==> config.mk <==
export PLATFORM = sky130hd
export DESIGN_NAME = led_nixie_monitor
export DESIGN_NICKNAME = d
export VERILOG_FILES = /design/src/rtl/led_nixie_monitor_pkg.sv /design/src/rtl/nixie_seg_capture.sv /design/src/rtl/led_nixie_monitor.sv
export SDC_FILE = /design/constraint.sdc
export NUM_CORES = 1
export LEC_CHECK = 0
export ABC_AREA = 1
export CORE_MARGIN = 1
export CORE_UTILIZATION = 48
export CTS_BUF_LIST = sky130_fd_sc_hd__clkbuf_4 sky130_fd_sc_hd__clkbuf_8
export DETAILED_ROUTE_END_ITERATION = 8
export PLACE_DENSITY = 0.8
export SYNTH_ARGS = -nofsm -noshare
export SYNTH_HDL_FRONTEND = slang
export SYNTH_SLANG_ARGS = --single-unit
export TNS_END_PERCENT = 5
==> constraint.sdc <==
create_clock -name Sys_CLK -period 2.6 [get_ports Sys_CLK]
set_input_delay 0.65 -clock Sys_CLK [delete_from_list [all_inputs] [get_ports Sys_CLK]]
set_output_delay 0.65 -clock Sys_CLK [all_outputs]
set_load 0.005 [all_outputs]
==> src/rtl/led_nixie_monitor_pkg.sv <==
// Shared codes for the nixie bus monitor: controller state codes, segment
// patterns, COM slot codes, dp classes, and the decode/map helpers.
package led_nixie_monitor_pkg;

    localparam logic [2:0] ST_IDLE    = 3'd0;
    localparam logic [2:0] ST_SUN     = 3'd1;
    localparam logic [2:0] ST_YELLOW  = 3'd2;
    localparam logic [2:0] ST_WHITE   = 3'd3;
    localparam logic [2:0] ST_WAITSUN = 3'd4;
    localparam logic [2:0] ST_WAITYLW = 3'd5;
    localparam logic [2:0] ST_WAITWHT = 3'd6;

    localparam logic [6:0] SEG_D0 = 7'h7E;
    localparam logic [6:0] SEG_D1 = 7'h30;
    localparam logic [6:0] SEG_D2 = 7'h6D;
    localparam logic [6:0] SEG_D3 = 7'h79;
    localparam logic [6:0] SEG_D4 = 7'h33;
    localparam logic [6:0] SEG_D5 = 7'h5B;
    localparam logic [6:0] SEG_D6 = 7'h5F;
    localparam logic [6:0] SEG_D7 = 7'h70;
    localparam logic [6:0] SEG_D8 = 7'h7F;
    localparam logic [6:0] SEG_D9 = 7'h7B;

    localparam logic [1:0] COM_BLANK   = 2'b00;
    localparam logic [1:0] COM_TENS    = 2'b01;
    localparam logic [1:0] COM_UNITS   = 2'b10;
    localparam logic [1:0] COM_ILLEGAL = 2'b11;

    typedef enum logic [1:0] {
        DP_OFF   = 2'd0,
        DP_ON    = 2'd1,
        DP_BLINK = 2'd2
    } dp_class_e;

    // Returns {legal, bcd}
    function automatic logic [4:0] seg_decode(input logic [6:0] pat);
        case (pat)
            SEG_D0:  seg_decode = {1'b1, 4'd0};
            SEG_D1:  seg_decode = {1'b1, 4'd1};
            SEG_D2:  seg_decode = {1'b1, 4'd2};
            SEG_D3:  seg_decode = {1'b1, 4'd3};
            SEG_D4:  seg_decode = {1'b1, 4'd4};
            SEG_D5:  seg_decode = {1'b1, 4'd5};
            SEG_D6:  seg_decode = {1'b1, 4'd6};
            SEG_D7:  seg_decode = {1'b1, 4'd7};
            SEG_D8:  seg_decode = {1'b1, 4'd8};
            SEG_D9:  seg_decode = {1'b1, 4'd9};
            default: seg_decode = {1'b0, 4'd0};
        endcase
    endfunction

    // Returns {legal, state} for a (tens, units) dp class pair
    function automatic logic [3:0] dp_map(input dp_class_e tens, input dp_class_e units);
        case ({tens, units})
            {DP_OFF,   DP_OFF}:   dp_map = {1'b1, ST_IDLE};
            {DP_ON,    DP_ON}:    dp_map = {1'b1, ST_SUN};
            {DP_ON,    DP_OFF}:   dp_map = {1'b1, ST_YELLOW};
            {DP_OFF,   DP_ON}:    dp_map = {1'b1, ST_WHITE};
            {DP_OFF,   DP_BLINK}: dp_map = {1'b1, ST_WAITSUN};
            {DP_BLINK, DP_BLINK}: dp_map = {1'b1, ST_WAITYLW};
            {DP_BLINK, DP_OFF}:   dp_map = {1'b1, ST_WAITWHT};
            default:              dp_map = {1'b0, ST_IDLE};
        endcase
    endfunction

endpackage

==> src/rtl/nixie_seg_capture.sv <==
// Synchronizes the {COM,SEG} bus and emits one capture strobe per value that
// stays unchanged for STABLE_CYC consecutive samples.
module nixie_seg_capture #(
    parameter int STABLE_CYC = 16
) (
    input  logic       i_clk,
    input  logic       i_rst,
    input  logic [1:0] i_com,
    input  logic [7:0] i_seg,
    output logic [1:0] o_com,
    output logic [7:0] o_seg,
    output logic       o_stb
);
    localparam int            CW   = (STABLE_CYC > 2) ? $clog2(STABLE_CYC) : 1;
    localparam logic [CW-1:0] LAST = CW'(STABLE_CYC - 1);

    logic [9:0]    r_sync_p0;
    logic [9:0]    r_sync_p1;
    logic [9:0]    r_prev;
    logic [CW-1:0] r_cnt;
    logic          r_stb;

    always_ff @(posedge i_clk or posedge i_rst) begin
        if (i_rst) begin
            r_sync_p0 <= '0;
            r_sync_p1 <= '0;
            r_prev    <= '0;
            r_cnt     <= '0;
            r_stb     <= 1'b0;
        end else begin
            r_sync_p0 <= {i_com, i_seg};
            r_sync_p1 <= r_sync_p0;
            r_stb     <= 1'b0;
            // Counter parks at LAST so a held value is captured only once
            if (r_sync_p1 != r_prev) begin
                r_prev <= r_sync_p1;
                r_cnt  <= '0;
            end else if (r_cnt != LAST) begin
                r_cnt <= r_cnt + 1'b1;
                r_stb <= (r_cnt == LAST - 1'b1);
            end
        end
    end

    assign o_com = r_prev[9:8];
    assign o_seg = r_prev[7:0];
    assign o_stb = r_stb;

endmodule

==> src/rtl/led_nixie_monitor.sv <==
// Receive-side decoder for the two-digit multiplexed nixie bus: recovers the BCD
// digits and the light-controller state from decimal-point patterns per window.
module led_nixie_monitor
    import led_nixie_monitor_pkg::*;
#(
    parameter int STABLE_CYC   = 16,
    parameter int WINDOW_SCANS = 6000,
    parameter int CNT_W        = 13
) (
    input  logic       Sys_CLK,
    input  logic       Sys_RST,
    input  logic [1:0] COM,
    input  logic [7:0] SEG,
    output logic [3:0] units_bcd,
    output logic [3:0] tens_bcd,
    output logic       digit_valid,
    output logic [2:0] state_out,
    output logic       state_valid,
    output logic       seg_err,
    output logic       com_err,
    output logic       state_err
);
    localparam logic [CNT_W-1:0] WIN_LAST = CNT_W'(WINDOW_SCANS - 1);

    logic [1:0] w_cap_com;
    logic [7:0] w_cap_seg;
    logic       w_cap_stb;

    nixie_seg_capture #(.STABLE_CYC(STABLE_CYC)) u_capture (
        .i_clk (Sys_CLK),
        .i_rst (Sys_RST),
        .i_com (COM),
        .i_seg (SEG),
        .o_com (w_cap_com),
        .o_seg (w_cap_seg),
        .o_stb (w_cap_stb)
    );

    logic [3:0]       r_units_bcd, r_tens_bcd, w_units_bcd, w_tens_bcd;
    logic             r_units_ok, r_tens_ok, w_units_ok, w_tens_ok;
    logic             r_digit_valid, w_digit_valid;
    logic [2:0]       r_state, w_state;
    logic             r_state_valid, w_state_valid;
    logic             r_seg_err, r_com_err, r_state_err;
    logic             w_seg_err, w_com_err, w_state_err;
    logic [CNT_W-1:0] r_win_cnt, w_win_cnt;
    logic             r_u_seen, r_u_dp0, r_u_chg, w_u_seen, w_u_dp0, w_u_chg;
    logic             r_t_seen, r_t_dp0, r_t_chg, w_t_seen, w_t_dp0, w_t_chg;
    logic [4:0]       w_dec;
    logic [3:0]       w_map;
    logic             w_dp, w_win_end;

    function automatic dp_class_e classify(input logic chg, input logic first_dp);
        if (chg)
            classify = DP_BLINK;
        else if (first_dp)
            classify = DP_ON;
        else
            classify = DP_OFF;
    endfunction

    always_comb begin
        w_dec         = seg_decode(w_cap_seg[7:1]);
        w_dp          = w_cap_seg[0];
        w_units_bcd   = r_units_bcd;
        w_tens_bcd    = r_tens_bcd;
        w_units_ok    = r_units_ok;
        w_tens_ok     = r_tens_ok;
        w_state       = r_state;
        w_state_valid = r_state_valid;
        w_seg_err     = 1'b0;
        w_com_err     = 1'b0;
        w_state_err   = 1'b0;
        w_win_cnt     = r_win_cnt;
        w_win_end     = 1'b0;
        w_u_seen      = r_u_seen;
        w_u_dp0       = r_u_dp0;
        w_u_chg       = r_u_chg;
        w_t_seen      = r_t_seen;
        w_t_dp0       = r_t_dp0;
        w_t_chg       = r_t_chg;
        if (w_cap_stb) begin
            case (w_cap_com)
                COM_UNITS: begin
                    if (w_dec[4]) begin
                        w_units_bcd = w_dec[3:0];
                        w_units_ok  = 1'b1;
                    end else begin
                        w_seg_err  = 1'b1;
                        w_units_ok = 1'b0;
                    end
                    if (!r_u_seen) begin
                        w_u_seen = 1'b1;
                        w_u_dp0  = w_dp;
                    end else if (w_dp != r_u_dp0) begin
                        w_u_chg = 1'b1;
                    end
                    w_win_end = (r_win_cnt == WIN_LAST);
                    w_win_cnt = r_win_cnt + 1'b1;
                end
                COM_TENS: begin
                    if (w_dec[4]) begin
                        w_tens_bcd = w_dec[3:0];
                        w_tens_ok  = 1'b1;
                    end else begin
                        w_seg_err = 1'b1;
                        w_tens_ok = 1'b0;
                    end
                    if (!r_t_seen) begin
                        w_t_seen = 1'b1;
                        w_t_dp0  = w_dp;
                    end else if (w_dp != r_t_dp0) begin
                        w_t_chg = 1'b1;
                    end
                end
                COM_BLANK: begin
                    w_units_ok    = 1'b0;
                    w_tens_ok     = 1'b0;
                    w_state_valid = 1'b0;
                    w_win_cnt     = '0;
                    w_u_seen      = 1'b0;
                    w_u_chg       = 1'b0;
                    w_t_seen      = 1'b0;
                    w_t_chg       = 1'b0;
                end
                COM_ILLEGAL: w_com_err = 1'b1;
            endcase
        end
        // Closing units capture is already folded into w_u_*; a window with no tens capture is unmapped
        w_map = dp_map(classify(r_t_chg, r_t_dp0), classify(w_u_chg, w_u_dp0));
        if (w_win_end) begin
            if (r_t_seen && w_map[3]) begin
                w_state       = w_map[2:0];
                w_state_valid = 1'b1;
            end else begin
                w_state_err   = 1'b1;
                w_state_valid = 1'b0;
            end
            w_win_cnt = '0;
            w_u_seen  = 1'b0;
            w_u_chg   = 1'b0;
            w_t_seen  = 1'b0;
            w_t_chg   = 1'b0;
        end
        w_digit_valid = w_units_ok & w_tens_ok;
    end

    always_ff @(posedge Sys_CLK or posedge Sys_RST) begin
        if (Sys_RST) begin
            r_units_bcd   <= '0;
            r_tens_bcd    <= '0;
            r_units_ok    <= 1'b0;
            r_tens_ok     <= 1'b0;
            r_digit_valid <= 1'b0;
            r_state       <= ST_IDLE;
            r_state_valid <= 1'b0;
            r_seg_err     <= 1'b0;
            r_com_err     <= 1'b0;
            r_state_err   <= 1'b0;
            r_win_cnt     <= '0;
            r_u_seen      <= 1'b0;
            r_u_dp0       <= 1'b0;
            r_u_chg       <= 1'b0;
            r_t_seen      <= 1'b0;
            r_t_dp0       <= 1'b0;
            r_t_chg       <= 1'b0;
        end else begin
            r_units_bcd   <= w_units_bcd;
            r_tens_bcd    <= w_tens_bcd;
            r_units_ok    <= w_units_ok;
            r_tens_ok     <= w_tens_ok;
            r_digit_valid <= w_digit_valid;
            r_state       <= w_state;
            r_state_valid <= w_state_valid;
            r_seg_err     <= w_seg_err;
            r_com_err     <= w_com_err;
            r_state_err   <= w_state_err;
            r_win_cnt     <= w_win_cnt;
            r_u_seen      <= w_u_seen;
            r_u_dp0       <= w_u_dp0;
            r_u_chg       <= w_u_chg;
            r_t_seen      <= w_t_seen;
            r_t_dp0       <= w_t_dp0;
            r_t_chg       <= w_t_chg;
        end
    end

    assign units_bcd   = r_units_bcd;
    assign tens_bcd    = r_tens_bcd;
    assign digit_valid = r_digit_valid;
    assign state_out   = r_state;
    assign state_valid = r_state_valid;
    assign seg_err     = r_seg_err;
    assign com_err     = r_com_err;
    assign state_err   = r_state_err;

endmodule

==> out/qor.yml <==
outcome:
  outcome: "finished, final reports clean"
floorplan:
  coreArea_sq_um: 6350
  fp.dieH_um: 83.3
  pin_count: 28
  start_util: 0.500
  die_x_um: 83.3
  dieArea_sq_um: 6940
  core.rowCount: 29
clock_tree:
  cts_root_buffer: "clkbuf_8"
  holdBufCountCts: 0
  htreeDepth: 3
  numCtsBuffers: 9
  clk_pin_slew_ns: 0.07
  clk_latency_ns: 0.35
  cts.path.max_buffers: 2
  cts_resized: 0
  cts_tree: "done"
  cts_sinks: 72
  post_cts_buffers: 0
worst_setup_path:
  ff2ff_setup_slack_ns: 0.52
  path_cells: "inv_1 -> ha_1 -> nand2_4 -> nand2_1 -> inv_1 -> nor2_1 -> nand3_1 -> o21ai_0"
  cp_slowest_cell: "dfrtp_1"
  arrival_ns: 2.35
  start_kind: "flip-flop"
  critPathBufInv: 2
  r2r_cells: 8
  path_delay_family: "simple AND/OR/NAND/NOR gates"
  slowest_delay_ns: 0.43
  crit_fanout: 11
  required_ns: 2.87
  critical_path_class: "reg2reg"
  r2r-start: "u_capture.r_prev[8]"
  path_common_cell: "inv_1"
  r2r-end: "r_win_cnt[12]"
  critPathCaptureType: "flip-flop"
drt:
  vias_per_cell: 5.15
  wire_per_inst_um: 13.2
  postRouteAntennaNets: 0
  vias: 2334
  first_iter_violations: 167
  drt_first_pass_iters: 4
  drc: 0
  drt-total-wl_um: 5990
grt:
  met2_usage: 0.320
  grt_pass1_vias: 2442
  grt_util_all_layers: 0.196
  gr-total-overflow: 0
  grt_pass1_wl_um: 10600
  grt_use_met3: 0.0646
  grt_max_degree: 29
  antenna_found_initial: 0
  grt_use_met1: 0.237
  busiest_layer: "met2"
synth:
  ys_warn_count: 0
  synthCells: 343
  synth.distinct_cells: 34
  synth_fp_nets: 362
  syn-cell-area_sq_um: 3170
  syn_area_per_cell_sq_um: 9.25
  ys_ff_latch: 72
  synth-seq-area-share: 0.568
finish:
  diodes: 0
  final_cell_area_sq_um: 3820
  seqCellArea_sq_um: 1800
  fill_cells: 491
  area_delta_synth_final_pct: 20.4
  fin_util: 0.602
  multiInputGateArea_sq_um: 1180
  drive_above_1_share: 0.112
  finalNetCount: 390
sta:
  drv_slew: 0
  skew_ns: 0.00504
  maxSlewHeadroom: 0.580
  worst_pin_slew_ns: 0.628
  rsz0062_at_grt: "no"
  hold_viol_final: 0
  setup_ws_ns: 0.518
  finalSetupTns_ns: 0
  setup_violations: 0
  fin_crit_sh: 0.801
  fmax_mhz: 480
  min_period_ns: 2.08
  hold_ws_ns: 0.348
placement:
  place.gp.congestion: 0.843
  dp_slack_ns: 0.603
  hpwlAfterDp_um: 4320
  post_dp_cell_area_sq_um: 3530
  io_buffers: 27
power_and_ir_drop:
  p_leak_nw: 1.81
  vdd_drop_max_uv: 364
  power_density_nw_per_um2: 658
min_path:
  hold_depth: 0
  hold_class: "reg2reg"
  min_to: "u_capture.r_sync_p1[6]"
  worstHoldStart: "u_capture.r_sync_p0[6]"
job:
  maxCapViolCount: 0
## how the worst max path moves through the flow
stage,start,endpoint,cells after the start,slack [ns]
after CTS,u_capture.r_prev[8],r_win_cnt[12],8,0.58
after detailed placement,u_capture.r_prev[8],r_win_cnt[12],8,0.60
final,u_capture.r_prev[8],r_win_cnt[12],8,0.52
after global placement,u_capture.r_prev[8],r_win_cnt[10],8,0.69
after global routing,u_capture.r_prev[8],r_win_cnt[12],8,0.29
after floorplan,Sys_RST,com_err,1,0.13
## final cells by class
| class | count | area share |
|---|---|---|
| Sequential cell | 72 | 0.471 |
| Clock inverter | 7 | 0.0439 |
| Inverter | 39 | 0.0383 |
| Multi-Input combinational cell | 220 | 0.308 |
| Tap cell | 77 | 0.0252 |
| Timing Repair Buffer | 29 | 0.0812 |
| Clock buffer | 9 | 0.0324 |
## registers in the layout, indices dropped and copies added, names as in the netlist, 3 cells and up
| name | count |
|---|---|
| u_capture.r_sync_p0 | 10 |
| state_out | 3 |
| r_win_cnt | 13 |
| tens_bcd | 4 |
| units_bcd | 4 |
| u_capture.r_cnt | 4 |
| u_capture.r_prev | 10 |
| u_capture.r_sync_p1 | 10 |
## stage by stage
step | power [mW] | std cells
6_report | 2.51 | 453
5_1_grt | 2.60 | 453
4_1_cts | 2.54 | 453
3_5_place_dp | 1.28 | 437
3_3_place_gp | 1.27 | 437
2_1_floorplan | 1.24 | 343
## metal layers
metal,vias to the layer above,wire [um]
met3,17,255
met4,0,165
li1,1144,-
met1,1114,2670
met5,-,0
met2,59,2900
## cells in the mapped netlist (all sizes together)
library cell	instances	area share
and2	1	0.0020
dfrtp	72	0.57
inv	39	0.046
nand3	22	0.038
or2	1	0.0020
xnor2	5	0.014
nor2	34	0.044
buf	2	0.0039
nand3b	1	0.0024
ha	7	0.028
xor2	10	0.028
clkbuf	10	0.012
a21oi	4	0.0075
nand4	6	0.012
a31oi	1	0.0020
o22ai	4	0.0079
nor4	2	0.0039
nor3	10	0.021
a22oi	1	0.0024
nand2	83	0.11
o21ai	27	0.044
mux2i	1	0.0032
## placed cells by master, fill, tap and decap left out, types with 7 or more instances in the layout
cell type and count:
inv_1 36, clkdlybuf4s50_1 27, dfrtp_1 72, ha_1 7
o21ai_0 19, nor2_1 31, nand2_1 72, clkbuf_8 9
nand3_1 20, o21ai_1 7, xor2_1 10, nand2_2 9
nor3_1 8
## logic make-up after synthesis
family,count (synthesis),share of synthesized area
DFF,72,0.568
xor gates and xnor gates,15,0.0414
and+or+nand+nor,160,0.235
adders and majority gates,7,0.0276
muxes,1,0.00315
AOI/OAI and AO/OA,37,0.0635
buffers and inverters,51,0.0619
## power by group
| part | total (mW) | switching (mW) | internal, mW | leakage [nW] |
|---|---|---|---|---|
| Combinational | 0.0928 | 0.0535 | 0.0393 | 0.732 |
| Clock | 1.26 | 0.425 | 0.834 | 0.144 |
| Sequential | 1.16 | 0.0192 | 1.14 | 0.937 |
No activity file was read; power rests on OpenSTA's default activity.
